<file path="config.mk">
export PLATFORM = sky130hd
export DESIGN_NAME = fft_mem_sequencer_flat
export DESIGN_NICKNAME = d
export VERILOG_FILES = /design/src/rtl/fft_mem_sequencer_if.sv /design/src/rtl/fft_mem_sequencer.sv /design/src/flat_wrapper.sv
export SDC_FILE = /design/constraint.sdc
export NUM_CORES = 1
export LEC_CHECK = 0
export BUFFER_PORTS_ARGS = -buffer_cell sky130_fd_sc_hd__buf_2
export CAP_MARGIN = 5
export CORE_MARGIN = 2
export CORE_UTILIZATION = 55
export CTS_CLUSTER_DIAMETER = 40
export DETAILED_ROUTE_END_ITERATION = 10
export GPL_TIMING_DRIVEN = 0
export PLACE_DENSITY = 0.77
export SKIP_CTS_REPAIR_TIMING = 1
export SLEW_MARGIN = 20
export SYNTH_ARGS = -nofsm -noshare
export SYNTH_HDL_FRONTEND = slang
export SYNTH_SLANG_ARGS = --single-unit
</file>
<file path="constraint.sdc">
create_clock -name i_CLK -period 4.3 [get_ports i_CLK]
set_input_delay 0.645 -clock i_CLK [delete_from_list [all_inputs] [get_ports i_CLK]]
set_output_delay 0.645 -clock i_CLK [all_outputs]
set_load 0.005 [all_outputs]
</file>
<file path="src/rtl/fft_mem_sequencer_if.sv">
// Control and RAM-side bus of the in-place radix-2 DIT FFT address sequencer.
// The master side is the FFT top-level control plus RAM/butterfly datapath,
// the slave side is the sequencer itself.
interface fft_mem_sequencer_if #(
  parameter int N_POINTS = 32
);
  localparam int ADDR_SIZE = $clog2(N_POINTS);
  localparam int STAGE_W   = $clog2(ADDR_SIZE) + 1;

  logic                 i_start;
  logic                 o_busy;
  logic                 o_done;
  logic [STAGE_W-1:0]   o_stage;
  logic                 o_read_en_A;
  logic                 o_read_en_B;
  logic [ADDR_SIZE-1:0] o_read_addr_A;
  logic [ADDR_SIZE-1:0] o_read_addr_B;
  logic [ADDR_SIZE-2:0] o_tw_addr;
  logic                 o_write_en_A;
  logic                 o_write_en_B;
  logic [ADDR_SIZE-1:0] o_write_addr_A;
  logic [ADDR_SIZE-1:0] o_write_addr_B;

  modport master (
    output i_start,
    input  o_busy, o_done, o_stage,
    input  o_read_en_A, o_read_en_B, o_read_addr_A, o_read_addr_B, o_tw_addr,
    input  o_write_en_A, o_write_en_B, o_write_addr_A, o_write_addr_B
  );

  modport slave (
    input  i_start,
    output o_busy, o_done, o_stage,
    output o_read_en_A, o_read_en_B, o_read_addr_A, o_read_addr_B, o_tw_addr,
    output o_write_en_A, o_write_en_B, o_write_addr_A, o_write_addr_B
  );
endinterface

</file>
<file path="src/rtl/fft_mem_sequencer.sv">
// In-place radix-2 DIT FFT address sequencer. Walks log2(N) stages issuing one
// butterfly per cycle, replays each butterfly's addresses as a write after the
// butterfly latency, and drains the pipe between stages so a stage never reads
// a location the previous stage has yet to write back.
module fft_mem_sequencer #(
  parameter int N_POINTS   = 32,
  parameter int ADDR_SIZE  = $clog2(N_POINTS),
  parameter int BF_LATENCY = 2
) (
  input logic            i_CLK,
  input logic            i_RST,
  fft_mem_sequencer_if.slave bus
);
  localparam int STAGE_W = $clog2(ADDR_SIZE) + 1;
  localparam int BFLY_W  = ADDR_SIZE - 1;
  localparam int DRAIN_W = (BF_LATENCY > 1) ? $clog2(BF_LATENCY) : 1;

  localparam logic [BFLY_W-1:0]  LAST_BFLY  = BFLY_W'(N_POINTS / 2 - 1);
  localparam logic [STAGE_W-1:0] LAST_STAGE = STAGE_W'(ADDR_SIZE - 1);
  localparam logic [DRAIN_W-1:0] LAST_DRAIN = DRAIN_W'(BF_LATENCY - 1);

  typedef enum logic [1:0] {IDLE, READ, DRAIN, DONE} state_t;

  state_t               state_q, state_d;
  logic [STAGE_W-1:0]   stage_q, stage_d;
  logic [BFLY_W-1:0]    bfly_q, bfly_d;
  logic [DRAIN_W-1:0]   drain_q, drain_d;

  logic                 rdEn_q;
  logic [ADDR_SIZE-1:0] addrA_q, addrA_d;
  logic [ADDR_SIZE-1:0] addrB_q, addrB_d;
  logic [BFLY_W-1:0]    tw_q, tw_d;
  logic                 busy_q;
  logic                 done_q;

  logic [ADDR_SIZE-1:0] bExt, spanMask, lowBits;

  logic [BF_LATENCY-1:0]                wrValid_q;
  logic [BF_LATENCY-1:0][ADDR_SIZE-1:0] wrA_q;
  logic [BF_LATENCY-1:0][ADDR_SIZE-1:0] wrB_q;

  // Next state of the stage walk, plus the addresses of the butterfly issued next cycle
  always_comb begin
    state_d  = state_q;
    stage_d  = stage_q;
    bfly_d   = bfly_q;
    drain_d  = drain_q;
    case (state_q)
      IDLE: begin
        if (bus.i_start) begin
          state_d = READ;
          stage_d = '0;
          bfly_d  = '0;
        end
      end
      READ: begin
        if (bfly_q == LAST_BFLY) begin
          state_d = DRAIN;
          bfly_d  = '0;
          drain_d = '0;
        end else begin
          bfly_d = bfly_q + BFLY_W'(1);
        end
      end
      DRAIN: begin
        if (drain_q == LAST_DRAIN) begin
          if (stage_q == LAST_STAGE) begin
            state_d = DONE;
          end else begin
            state_d = READ;
            stage_d = stage_q + STAGE_W'(1);
          end
        end else begin
          drain_d = drain_q + DRAIN_W'(1);
        end
      end
      DONE: state_d = IDLE;
      default: state_d = IDLE;
    endcase

    bExt     = ADDR_SIZE'(bfly_d);
    spanMask = (ADDR_SIZE'(1) << stage_d) - ADDR_SIZE'(1);
    lowBits  = bExt & spanMask;
    addrA_d  = '0;
    addrB_d  = '0;
    tw_d     = '0;
    if (state_d == READ) begin
      addrA_d = ((bExt >> stage_d) << (stage_d + STAGE_W'(1))) | lowBits;
      addrB_d = addrA_d + (ADDR_SIZE'(1) << stage_d);
      tw_d    = BFLY_W'(lowBits << (LAST_STAGE - stage_d));
    end
  end

  // State, registered read-side outputs and the write-back delay line
  always_ff @(posedge i_CLK) begin
    if (i_RST) begin
      state_q   <= IDLE;
      stage_q   <= '0;
      bfly_q    <= '0;
      drain_q   <= '0;
      rdEn_q    <= 1'b0;
      addrA_q   <= '0;
      addrB_q   <= '0;
      tw_q      <= '0;
      busy_q    <= 1'b0;
      done_q    <= 1'b0;
      wrValid_q <= '0;
      wrA_q     <= '0;
      wrB_q     <= '0;
    end else begin
      state_q   <= state_d;
      stage_q   <= stage_d;
      bfly_q    <= bfly_d;
      drain_q   <= drain_d;
      rdEn_q    <= (state_d == READ);
      addrA_q   <= addrA_d;
      addrB_q   <= addrB_d;
      tw_q      <= tw_d;
      busy_q    <= (state_d != IDLE);
      done_q    <= (state_d == DONE);
      wrValid_q[0] <= rdEn_q;
      wrA_q[0]     <= addrA_q;
      wrB_q[0]     <= addrB_q;
      for (int i = 1; i < BF_LATENCY; i++) begin
        wrValid_q[i] <= wrValid_q[i-1];
        wrA_q[i]     <= wrA_q[i-1];
        wrB_q[i]     <= wrB_q[i-1];
      end
    end
  end

  assign bus.o_busy         = busy_q;
  assign bus.o_done         = done_q;
  assign bus.o_stage        = stage_q;
  assign bus.o_read_en_A    = rdEn_q;
  assign bus.o_read_en_B    = rdEn_q;
  assign bus.o_read_addr_A  = addrA_q;
  assign bus.o_read_addr_B  = addrB_q;
  assign bus.o_tw_addr      = tw_q;
  assign bus.o_write_en_A   = wrValid_q[BF_LATENCY-1];
  assign bus.o_write_en_B   = wrValid_q[BF_LATENCY-1];
  assign bus.o_write_addr_A = wrA_q[BF_LATENCY-1];
  assign bus.o_write_addr_B = wrB_q[BF_LATENCY-1];
endmodule
</file>
<file path="src/flat_wrapper.sv">
// flat-port wrapper written by rule: the top's interface ports become plain ports
module fft_mem_sequencer_flat 
#(
  parameter int N_POINTS   = 32,
  parameter int ADDR_SIZE  = $clog2(N_POINTS),
  parameter int BF_LATENCY = 2
)
  (i_CLK, i_RST, bus_i_start, bus_o_busy, bus_o_done, bus_o_stage, bus_o_read_en_A, bus_o_read_en_B, bus_o_read_addr_A, bus_o_read_addr_B, bus_o_tw_addr, bus_o_write_en_A, bus_o_write_en_B, bus_o_write_addr_A, bus_o_write_addr_B);
  fft_mem_sequencer_if #(.N_POINTS(N_POINTS)) bus_i ();
  input logic i_CLK;
  input logic i_RST;
  input wire logic [$bits(bus_i.i_start)-1:0] bus_i_start;
  output wire logic [$bits(bus_i.o_busy)-1:0] bus_o_busy;
  output wire logic [$bits(bus_i.o_done)-1:0] bus_o_done;
  output wire logic [$bits(bus_i.o_stage)-1:0] bus_o_stage;
  output wire logic [$bits(bus_i.o_read_en_A)-1:0] bus_o_read_en_A;
  output wire logic [$bits(bus_i.o_read_en_B)-1:0] bus_o_read_en_B;
  output wire logic [$bits(bus_i.o_read_addr_A)-1:0] bus_o_read_addr_A;
  output wire logic [$bits(bus_i.o_read_addr_B)-1:0] bus_o_read_addr_B;
  output wire logic [$bits(bus_i.o_tw_addr)-1:0] bus_o_tw_addr;
  output wire logic [$bits(bus_i.o_write_en_A)-1:0] bus_o_write_en_A;
  output wire logic [$bits(bus_i.o_write_en_B)-1:0] bus_o_write_en_B;
  output wire logic [$bits(bus_i.o_write_addr_A)-1:0] bus_o_write_addr_A;
  output wire logic [$bits(bus_i.o_write_addr_B)-1:0] bus_o_write_addr_B;
  assign bus_i.i_start = bus_i_start;
  assign bus_o_busy = bus_i.o_busy;
  assign bus_o_done = bus_i.o_done;
  assign bus_o_stage = bus_i.o_stage;
  assign bus_o_read_en_A = bus_i.o_read_en_A;
  assign bus_o_read_en_B = bus_i.o_read_en_B;
  assign bus_o_read_addr_A = bus_i.o_read_addr_A;
  assign bus_o_read_addr_B = bus_i.o_read_addr_B;
  assign bus_o_tw_addr = bus_i.o_tw_addr;
  assign bus_o_write_en_A = bus_i.o_write_en_A;
  assign bus_o_write_en_B = bus_i.o_write_en_B;
  assign bus_o_write_addr_A = bus_i.o_write_addr_A;
  assign bus_o_write_addr_B = bus_i.o_write_addr_B;
  fft_mem_sequencer #(.N_POINTS(N_POINTS), .ADDR_SIZE(ADDR_SIZE), .BF_LATENCY(BF_LATENCY)) u_core (.i_CLK(i_CLK), .i_RST(i_RST), .bus(bus_i));
endmodule
</file>
==> results.md, run 1 <==
* Outcome: finished clean
* Leakage at 1.37 nW
* Global-route wire length before repair at 7490 um
* NumNets Final at 322
* Most common cell in the netlist: dfxtp_1
* Routability cong. at 0.895
* Top Family by Delay on Critical Path: adder cells
* Non-Filler Instances at 356
* Total Wirelength at 4580 um
* Fin util at 65.0%
* Syn Area/Cell at 9.38 sq um
* Clock network power share at 35.0%
* Iter 0 DRT Violations at 85
* Post-synth ARST share at 0%
* Mapped Area at 2440 sq um
* Drt first pass iters at 4
* Setup crit end kind: flip-flop
* Final Max Slew Viols at 0
* Final hold vios at 0
* Diode count at 0
* PortBufs at 35
* Initial antenna violation count at 0
* Worst-path clk slew at 0.10 ns
* ANT nets after route at 0
* Die area at 4980 sq um
* Final setup viols at 0
* Cell-by-cell trace of the critical path: inv_1, ha_1, and4b_1, a221oi_4, buf_6, ha_1, ha_2, nand2_1, ha_1, or4_1, a21oi_2, o21bai_1, ha_1, a21o_1, a21oi_2, xnor2_1, nand2b_1, mux2i_1
* Grt ovf at 0
* Power Density at 286 nW/um^2
* Vias in the first global route at 1689
* GRT Util Overall at 19.3%
* Io pins at 37
* Crit-path max FO at 11
* Worst setup SP type: flip-flop
* Post-DP HPWL at 3460 um
* VDD IR max at 0.160 mV
* Int Pwr at 0.612 mW
* Number of synthesized flops with an enable pin at 0
* Clk root buf: clkbuf_8
* Top cells by count, synth: dfxtp_1 (50), nor2b_1 (27), nand2_1 (20), nor2_1 (20), ha_1 (15)
* Clock skew at 0.00793 ns
* Buffers & Inverters on Critical Path at 2
* Vias per cell at 5.39
* Placeable Area at 4320 sq um
* Slew @ Worst Pin at 0.607 ns
* Number of cells after detailed placement at 347
* Initial Util at 56.4%
* H-tree Lvls at 2
* Clock latency on the worst-skew pair at 0.31 ns
* Post-synth top area cell: dfxtp_1
* Final min period at 4.01 ns
* Num Clock Sinks at 50
* Syn. warnings at 0
* Number of remaining DRC errors at 0
* Final period util at 93.3%
* Share of cells above drive strength 1 at 26.0%
* Most used cell, CP: ha_1
* Layout fillers at 362
* Comb power frac at 5.9%
* Worst EP arrival at 4.22 ns
* Peak Freq at 0.249 GHz
* Number of max-cap violations at 0
* Synth Net Count at 279
* Worst slew margin at 59.3%
* Row count at 24
* CTS max path bufs at 2
* Synth Instances at 260
* Top-area cell type share of the netlist area at 41.0%
* Cell variety after synth at 54
* Worst path slowest cell: or4_1
* Slowest stage delay, CP at 0.54 ns
* DR WL/cell at 12.9 um
* Sw Share at 23.8%
* Via count at 1920
* Chip width at 70.6 um
* Min-Delay Path Class: reg -> reg
* Largest net degree at the start of global routing at 19
* Reg power frac at 59.1%
* Critical path class: reg -> reg
* Synth Flop Type: dfxtp_1
* Seq/Total Area, Yosys at 41.0%
* Switch Pwr at 0.191 mW
* Worst path required time at 4.50 ns
* CTS Buf Count at 5
* RSZ-0062 raised after global routing: false
* CTS tree: built
* Top cells by area, synth: dfxtp_1 (41%), ha_1 (7.7%), nor2b_1 (6.9%)
* Die Y at 70.6 um
* #FFs+latches synth at 50
* Area Growth Syn to Fin at 15.3%
## kinds of logic after synthesis
family          synth area share, %
compound gates                 16.1
simple gates                   22.3
xor+xnor                       2.16
mux                            1.69
flops                          41.0
buf+inv                        8.16
fa+ha+maj                      8.52
## worst register-to-register path, cell delays in order (launching register included)
cell,delay [ns]
dfxtp_2,0.40
inv_1,0.06
ha_1,0.26
and4b_1,0.20
a221oi_4,0.21
buf_6,0.18
ha_1,0.20
ha_2,0.21
nand2_1,0.08
ha_1,0.20
or4_1,0.54
a21oi_2,0.18
o21bai_1,0.17
ha_1,0.30
a21o_1,0.21
a21oi_2,0.17
xnor2_1,0.15
nand2b_1,0.13
mux2i_1,0.07
## placed cells by master, fill, tap and decap left out, types with 3 or more instances in the layout
cell type,instances
nor3b_1,3
nor2b_1,27
ha_1,14
a21oi_1,7
mux2i_1,3
buf_4,15
a41o_1,3
nor3_1,5
clkinv_4,3
clkbuf_1,4
a21o_1,6
o31ai_1,3
buf_2,37
dfxtp_1,48
nor2_1,20
nand3_1,6
xnor2_1,3
and2_1,7
xor2_1,3
clkbuf_8,5
o21ai_0,3
nand2_1,19
nand3b_1,3
inv_1,9
## layout make-up
class                           count  area, sq um  area share, %
Multi-Input combinational cell    175         1250           44.6
Sequential cell                    50         1010           35.8
Timing Repair Buffer               37          190           6.76
Buffer                             21          145           5.16
Clock buffer                        5         68.8           2.45
Tap cell                           52         65.1           2.31
Inverter                           13         53.8           1.91
Clock inverter                      3         28.8           1.02
## per-stage QoR
stage	setup TNS, ns	setup slack (ns)	area [sq um]	hold WS, ns	power (mW)
after floorplan	0	0.481	2440	0.414	0.518
after CTS	-0.128	-0.128	2780	0.444	0.812
after detailed placement	-0.113	-0.113	2680	0.430	0.534
after global routing	0	0.0119	2810	0.465	0.841
final	0	0.289	2810	0.444	0.803
after global placement	-0.0495	-0.0495	2680	0.416	0.532
## final timing paths
kind | start | endpoint | slack (ns) | depth (start not counted)
max reg2reg | u_core.bus.o_stage[1]$_SDFF_PP0_ | u_core.bus.o_read_addr_B[4]$_SDFF_PP0_ | 0.29 | 18
min reg2reg | u_core.wrA_q[4]$_SDFF_PP0_ | u_core.bus.o_write_addr_A[4]$_SDFF_PP0_ | 0.44 | 1
max | u_core.bus.o_stage[1]$_SDFF_PP0_ | u_core.bus.o_read_addr_B[4]$_SDFF_PP0_ | 0.29 | 18
min | u_core.wrA_q[4]$_SDFF_PP0_ | u_core.bus.o_write_addr_A[4]$_SDFF_PP0_ | 0.44 | 1
## flip-flops by register name, indices dropped and copies added, names as in the netlist, 2 cells and up
name	cells
u_core.state_q	2
u_core.wrA_q	5
u_core.bus.o_write_addr_A	5
u_core.bus.o_read_addr_B	5
u_core.bus.o_stage	4
u_core.bfly_q	4
u_core.wrValid_q	2
u_core.bus.o_tw_addr	4
u_core.bus.o_read_addr_A	5
u_core.bus.o_write_addr_B	5
u_core.wrB_q	5
## power groups by stage
stage | logic (mW) | registers [mW] | clock network [mW]
4_1_cts | 0.0476 | 0.475 | 0.289
5_1_grt | 0.0525 | 0.476 | 0.313
6_report | 0.0475 | 0.475 | 0.281
2_1_floorplan | 0.0321 | 0.486 | 0
3_3_place_gp | 0.0465 | 0.486 | 0
3_5_place_dp | 0.0473 | 0.486 | 0
## metal layers
| layer | global-route usage (%) | routed length, um |
|---|---|---|
| met1 | 23.9 | 2050 |
| met2 | 31.6 | 2170 |
| met3 | 5.41 | 264 |
| met4 | 8.39 | 90 |
| met5 | 0 | 0 |
No activity file was read; power rests on OpenSTA's default activity.
==> run 2, diff against run 1 <==
--- a/config.mk
+++ b/config.mk
@@ -5,6 +5,7 @@
 export SDC_FILE = /design/constraint.sdc
 export NUM_CORES = 1
 export LEC_CHECK = 0
+export ABC_AREA = 1
 export BUFFER_PORTS_ARGS = -buffer_cell sky130_fd_sc_hd__buf_2
 export CAP_MARGIN = 5
 export CORE_MARGIN = 2
==> run 2 against run 1 <==
Effect of this change: first-iteration DRC count is 11% lower; largest power group unchanged; via count grew 15%; maximum frequency increased by 12%; highest routed layer unchanged; clock skew is 0.0047 ns lower; worst hold slack worse by 0.039 ns; sequential share of layout area is 1.4 points lower; combinational power grew 18%.
==> results.md, run 2 <==
* Initial Util at 57.9%
* H-tree Lvls at 2
* ANT nets after route at 0
* Hold_sp: u_core.wrB_q[1]$_SDFF_PP0_
* Final Max Slew Viols at 0
* R2R depth at 22
* Grt ovf at 0
* Clk root buf: clkbuf_8
* Row count at 24
* Post-DP HPWL at 3900 um
* Number of synthesized flops with an enable pin at 0
* RSZ-0062 raised after global routing: false
* Worst slew margin at 67.7%
* Layout fillers at 413
* Top cells by area, synth: dfxtp_1 (39%), nand2_1 (9.2%), inv_1 (8.3%)
* Power Density at 281 nW/um^2
* Mapped Area at 2570 sq um
* Cell variety after synth at 30
* Syn. warnings at 0
* R2r startpoint: u_core.bus.o_stage[0]$_SDFF_PP0_
* Via count at 2208
* Setup crit end kind: flip-flop
* CTS Buf Count at 5
* Worst path required time at 4.50 ns
* Met2 Use GR at 32.9%
* Seq/Total Area, Yosys at 38.9%
* Slew @ Worst Pin at 0.485 ns
* Crit-path max FO at 7
* Diode count at 0
* Comb power frac at 6.8%
* Int Pwr at 0.613 mW
* Routability cong. at 0.880
* Met1 usage at 26.9%
* Worst path slowest cell: fa_1
* Leakage at 1.49 nW
* Num Clock Sinks at 50
* Clock latency on the worst-skew pair at 0.30 ns
* Hold Path Cell Cnt at 2
* Largest net degree at the start of global routing at 19
* Placeable Area at 4440 sq um
* Slowest stage delay, CP at 0.45 ns
* Total Wirelength at 4980 um
* GRT Util Overall at 20.3%
* Buffers & Inverters on Critical Path at 4
* Top Family by Delay on Critical Path: adder cells
* R2r setup slk at 0.73 ns
* Final hold vios at 0
* Synth Flop Type: dfxtp_1
* Global-route wire length before repair at 8420 um
* Syn Area/Cell at 7.36 sq um
* Commonest non-fill, non-tap cell in the layout: nand2_1
* Clock network power share at 34.8%
* Fin util at 65.5%
* Synth Net Count at 369
* Most common cell in the netlist: nand2_1
* Peak Freq at 0.280 GHz
* Clock skew at 0.00321 ns
* Vias per cell at 4.96
* Vias in the first global route at 1928
* Number of remaining DRC errors at 0
* Sw Share at 25.2%
* Io pins at 37
* Final setup viols at 0
* VDD IR max at 0.167 mV
* Chip width at 72.4 um
* Final min period at 3.57 ns
* WHS at 0.405 ns
* NumNets Final at 411
* Worst setup SP type: flip-flop
* CTS max path bufs at 2
* Share of cells above drive strength 1 at 22.6%
* Top cells by count, synth: nand2_1 (63), inv_1 (57), dfxtp_1 (50)
* #FFs+latches synth at 50
* Area Growth Syn to Fin at 13.1%
* Cell-by-cell trace of the critical path: inv_1, ha_1, nand2_1, o21ai_0, nand2_1, nand3_4, inv_1, ha_1, ha_1, nand2_1, ha_1, nor2_1, inv_1, nand2_1, fa_1, nand2_1, nand2_1, a21oi_1, xnor2_1, inv_1, a21oi_1, nor2_1
* Most frequent cells in the layout: nand2_1 (63), inv_1 (57), dfxtp_1 (50)
* Switch Pwr at 0.206 mW
* Hold Path End: u_core.bus.o_write_addr_B[1]$_SDFF_PP0_
* Die area at 5250 sq um
* Non-Filler Instances at 445
* Reg-to-Reg End: u_core.bus.o_read_addr_B[4]$_SDFF_PP0_
* Outcome: finished clean
* Iter 0 DRT Violations at 76
* DR WL/cell at 11.2 um
* Setup Total Neg Slack at 0 ns
* Synth Instances at 350
* PortBufs at 35
* Number of cells after detailed placement at 437
* Reg power frac at 58.4%
* Top-area cell type share of the netlist area at 38.9%
* Post-synth top area cell: dfxtp_1
* Most used cell, CP: nand2_1
* Final period util at 82.9%
* Drt first pass iters at 5
* CTS tree: built
* Worst-path clk slew at 0.10 ns
* Die Y at 72.4 um
* Initial antenna violation count at 0
* Busiest grt layer: met2
* Min-Delay Path Class: reg -> reg
* Multi-input gate area at 1220 sq um
* FF/Latch Area at 1000 sq um
* Worst EP arrival at 3.77 ns
* Number of max-cap violations at 0
* Post-synth ARST share at 0%
* Met3 usage at 4.86%
* Critical path class: reg -> reg
## run 2: cell types whose count changed after synthesis, moves of 6 or more
cell	delta
a21oi_1	+8
nand3_1	+26
nor2b_1	-27
nand2_1	+43
a21o_1	-6
inv_1	+48
nor2_1	+27
and2_1	-6
nand2_2	+7
## run 2: cell type report
cell class | count | area share [%]
clock inverter | 3 | 0.988
buffer | 17 | 3.99
sequential | 50 | 34.4
clock buffer | 5 | 2.36
timing repair buffer | 35 | 6.01
inverter | 63 | 8.20
multi-input combinational | 220 | 41.8
tap | 52 | 2.23
## run 2: worst reg2reg max path, cell delays in order (launching register included)
cell	delay [ns]
dfxtp_1	0.40
inv_1	0.11
ha_1	0.29
nand2_1	0.06
o21ai_0	0.08
nand2_1	0.11
nand3_4	0.12
inv_1	0.16
ha_1	0.20
ha_1	0.17
nand2_1	0.12
ha_1	0.31
nor2_1	0.07
inv_1	0.07
nand2_1	0.10
fa_1	0.45
nand2_1	0.08
nand2_1	0.05
a21oi_1	0.15
xnor2_1	0.14
inv_1	0.07
a21oi_1	0.12
nor2_1	0.06
## run 2: how the worst max path moves through the flow
| stage | depth (start not counted) | startpoint | end |
|---|---|---|---|
| after detailed placement | 22 | u_core.bus.o_stage[0]$_SDFF_PP0_ | u_core.bus.o_read_addr_B[4]$_SDFF_PP0_ |
| after global routing | 23 | u_core.bus.o_stage[1]$_SDFF_PP0_ | u_core.bus.o_read_addr_B[4]$_SDFF_PP0_ |
| final | 22 | u_core.bus.o_stage[0]$_SDFF_PP0_ | u_core.bus.o_read_addr_B[4]$_SDFF_PP0_ |
| after global placement | 22 | u_core.bus.o_stage[0]$_SDFF_PP0_ | u_core.bus.o_read_addr_B[4]$_SDFF_PP0_ |
| after CTS | 22 | u_core.bus.o_stage[0]$_SDFF_PP0_ | u_core.bus.o_read_addr_B[4]$_SDFF_PP0_ |
| after floorplan | 22 | u_core.bus.o_stage[0]$_SDFF_PP0_ | u_core.bus.o_read_addr_B[4]$_SDFF_PP0_ |
## run 2: power groups by stage
stage,Combinational [mW],Sequential (mW),Clock (mW)
3_3_place_gp,0.0539,0.488,0
6_report,0.0560,0.478,0.285
4_1_cts,0.0564,0.478,0.289
3_5_place_dp,0.0558,0.489,0
5_1_grt,0.0635,0.479,0.308
2_1_floorplan,0.0380,0.489,0
## run 2: cells by family (layout without fill, tap and decap cells)
group / after synthesis / in the layout / share of synthesized area, %
flip-flops: 50 / 50 / 38.9
XOR/XNOR: 3 / 3 / 1.31
adder cells (fa/ha/maj): 16 / 16 / 8.07
AND/OR/NAND/NOR: 172 / 172 / 31.4
buffers and inverters: 80 / 123 / 13.8
AO/OA/AOI/OAI: 29 / 29 / 6.51
## run 2: routing by layer
| layer | up-vias | share of wire, % | wire [um] |
|---|---|---|---|
| met5 | - | 0 | 0 |
| met3 | 6 | 5.0 | 251 |
| met1 | 997 | 47 | 2330 |
| li1 | 1156 | - | - |
| met4 | 0 | 1.2 | 61 |
| met2 | 49 | 47 | 2330 |
## run 2: stage by stage
stage / cell area, sq um / setup WS, ns / total power [mW]
4_1_cts: 2910 / 0.717 / 0.824
2_1_floorplan: 2570 / 1.13 / 0.526
6_report: 2910 / 0.733 / 0.819
3_5_place_dp: 2820 / 0.741 / 0.544
3_3_place_gp: 2820 / 0.795 / 0.542
5_1_grt: 2910 / 0.392 / 0.851
==> run 3, diff against run 2 <==
==> constraint.sdc (replaced) <==
create_clock -name i_CLK -period 3.6 [get_ports i_CLK]
set_input_delay 0.54 -clock i_CLK [delete_from_list [all_inputs] [get_ports i_CLK]]
set_output_delay 0.54 -clock i_CLK [all_outputs]
set_load 0.005 [all_outputs]
==> run 3 against run 2 <==
Effect of this change: non-clock buffer count grew 2; power grew 20%; clock power grew 20%; routed wire length grew 0.18%; largest cell class unchanged.
==> results.md, run 3 (synthesis gave the netlist of run 2 again) <==
* Outcome: finished clean
* ANT nets after route at 0
* Grt ovf at 0
* Largest net degree at the start of global routing at 19
* Min-Delay Path Class: reg -> reg
* H-tree Lvls at 2
* Chip width at 72.4 um
* Final Max Slew Viols at 0
* Via count at 2245
* Die Y at 72.4 um
* Die area at 5250 sq um
* R2r startpoint: u_core.bus.o_stage[0]$_SDFF_PP0_
* Hold_sp: u_core.wrB_q[1]$_SDFF_PP0_
* Clock latency on the worst-skew pair at 0.30 ns
* CTS max path bufs at 2
* GRT Util Overall at 20.3%
* R2R depth at 21
* Placeable Area at 4440 sq um
* Final period util at 92.3%
* Pwr Total at 0.979 mW
* Clk root buf: clkbuf_8
* Final min period at 3.32 ns
* Number of max-cap violations at 0
* Final setup viols at 0
* Total Wirelength at 4990 um
* Multi-input gate area at 1230 sq um
* Worst slew margin at 66.0%
* VDD IR max at 0.200 mV
* Vias per cell at 5.02
* FF/Latch Area at 1000 sq um
* Setup Total Neg Slack at 0 ns
* Worst-path clk slew at 0.10 ns
* Peak Freq at 0.301 GHz
* Slowest stage delay, CP at 0.37 ns
* Reg-to-Reg End: u_core.bus.o_read_addr_B[4]$_SDFF_PP0_
* Worst EP arrival at 3.53 ns
* Diode count at 0
* Hold Path End: u_core.bus.o_write_addr_B[1]$_SDFF_PP0_
* Leakage at 1.50 nW
* Global-route wire length before repair at 8420 um
* Drt first pass iters at 4
* Cell-by-cell trace of the critical path: inv_1, ha_1, nand3_1, nand2_1, nand2_1, nand2_2, nand2_4, inv_4, ha_1, ha_1, inv_1, o21ai_2, ha_1, fa_2, nand2_1, nand2_1, a21oi_2, xnor2_1, inv_1, a21oi_1, nor2_1
* Crit-path max FO at 10
* Final hold vios at 0
* Layout fillers at 407
* CTS Buf Count at 5
* Buffers & Inverters on Critical Path at 4
* Power Density at 333 nW/um^2
* R2r setup slk at 0.28 ns
* DR WL/cell at 11.2 um
* Share of cells above drive strength 1 at 24.6%
* NumNets Final at 413
* Commonest non-fill, non-tap cell in the layout: nand2_1
* Iter 0 DRT Violations at 82
* Io pins at 37
* Initial Util at 57.9%
* RSZ-0062 raised after global routing: false
* CTS tree: built
* Worst path required time at 3.80 ns
* Top Family by Delay on Critical Path: adder cells
* Num Clock Sinks at 50
* Hold Path Cell Cnt at 2
* Clock skew at 0.00335 ns
* Slew @ Worst Pin at 0.509 ns
* Worst setup SP type: flip-flop
* Routability cong. at 0.880
* Initial antenna violation count at 0
* Setup crit end kind: flip-flop
* Worst path slowest cell: dfxtp_2
* PortBufs at 35
* Most frequent cells in the layout: nand2_1 (62), inv_1 (56), dfxtp_1 (48)
* Critical path class: reg -> reg
* Vias in the first global route at 1928
* Row count at 24
* Post-DP HPWL at 3900 um
* Number of remaining DRC errors at 0
* Area Growth Syn to Fin at 14.2%
-- run 3: power by group --
group          leakage [nW]  internal, mW  switching (mW)
Combinational          1.04        0.0242          0.0429
Clock                0.0502         0.144           0.197
Sequential            0.406         0.564         0.00714
Total                  1.50         0.732           0.247
-- run 3: worst register-to-register path, stage by stage, from the launching register on --
cell and delay (ns):
dfxtp_2 0.37, inv_1 0.08, ha_1 0.22, nand3_1 0.10, nand2_1 0.05, nand2_1 0.12
nand2_2 0.09, nand2_4 0.14, inv_4 0.09, ha_1 0.19, ha_1 0.34, inv_1 0.13
o21ai_2 0.08, ha_1 0.21, fa_2 0.36, nand2_1 0.07, nand2_1 0.06, a21oi_2 0.13
xnor2_1 0.13, inv_1 0.07, a21oi_1 0.12, nor2_1 0.06
-- run 3: layer usage --
layer | global-route usage [%] | share of wire (%) | vias up
met5 | 0 | 0 | -
met4 | 5.97 | 1.2 | 0
met3 | 4.86 | 6.2 | 6
met2 | 32.9 | 47 | 64
met1 | 26.9 | 46 | 1019
li1 | - | - | 1156
-- run 3: per-stage QoR --
stage	cells	util, %	hold WS [ns]	cell area, sq um	setup slack [ns]
after CTS	445	65.5	0.407	2910	0.0173
after global placement	437	63.3	0.389	2820	0.0954
after detailed placement	437	63.3	0.394	2820	0.0414
after floorplan	350	-	0.388	2570	0.426
after global routing	447	66.2	0.424	2940	0.0225
final	447	66.2	0.405	2940	0.277
-- run 3: final cells by class --
| type | count | share of cell area [%] |
|---|---|---|
| multi-input combinational | 220 | 41.7 |
| sequential | 50 | 34.1 |
| inverter | 63 | 8.21 |
| timing repair buffer | 37 | 6.47 |
| buffer | 17 | 3.96 |
| clock buffer | 5 | 2.34 |
| tap | 52 | 2.21 |
| clock inverter | 3 | 0.978 |
-- run 3: worst max path at each step --
| stage | cells after the start | end | slack (ns) | from |
|---|---|---|---|---|
| floorplan | 22 | u_core.bus.o_read_addr_B[4]$_SDFF_PP0_ | 0.43 | u_core.bus.o_stage[0]$_SDFF_PP0_ |
| global placement | 22 | u_core.bus.o_read_addr_B[4]$_SDFF_PP0_ | 0.1 | u_core.bus.o_stage[0]$_SDFF_PP0_ |
| detailed placement | 22 | u_core.bus.o_read_addr_B[4]$_SDFF_PP0_ | 0.04 | u_core.bus.o_stage[0]$_SDFF_PP0_ |
| CTS | 22 | u_core.bus.o_read_addr_B[4]$_SDFF_PP0_ | 0.02 | u_core.bus.o_stage[0]$_SDFF_PP0_ |
| global route | 23 | u_core.bus.o_read_addr_B[4]$_SDFF_PP0_ | 0.02 | u_core.bus.o_stage[0]$_SDFF_PP0_ |
| finish | 21 | u_core.bus.o_read_addr_B[4]$_SDFF_PP0_ | 0.28 | u_core.bus.o_stage[0]$_SDFF_PP0_ |
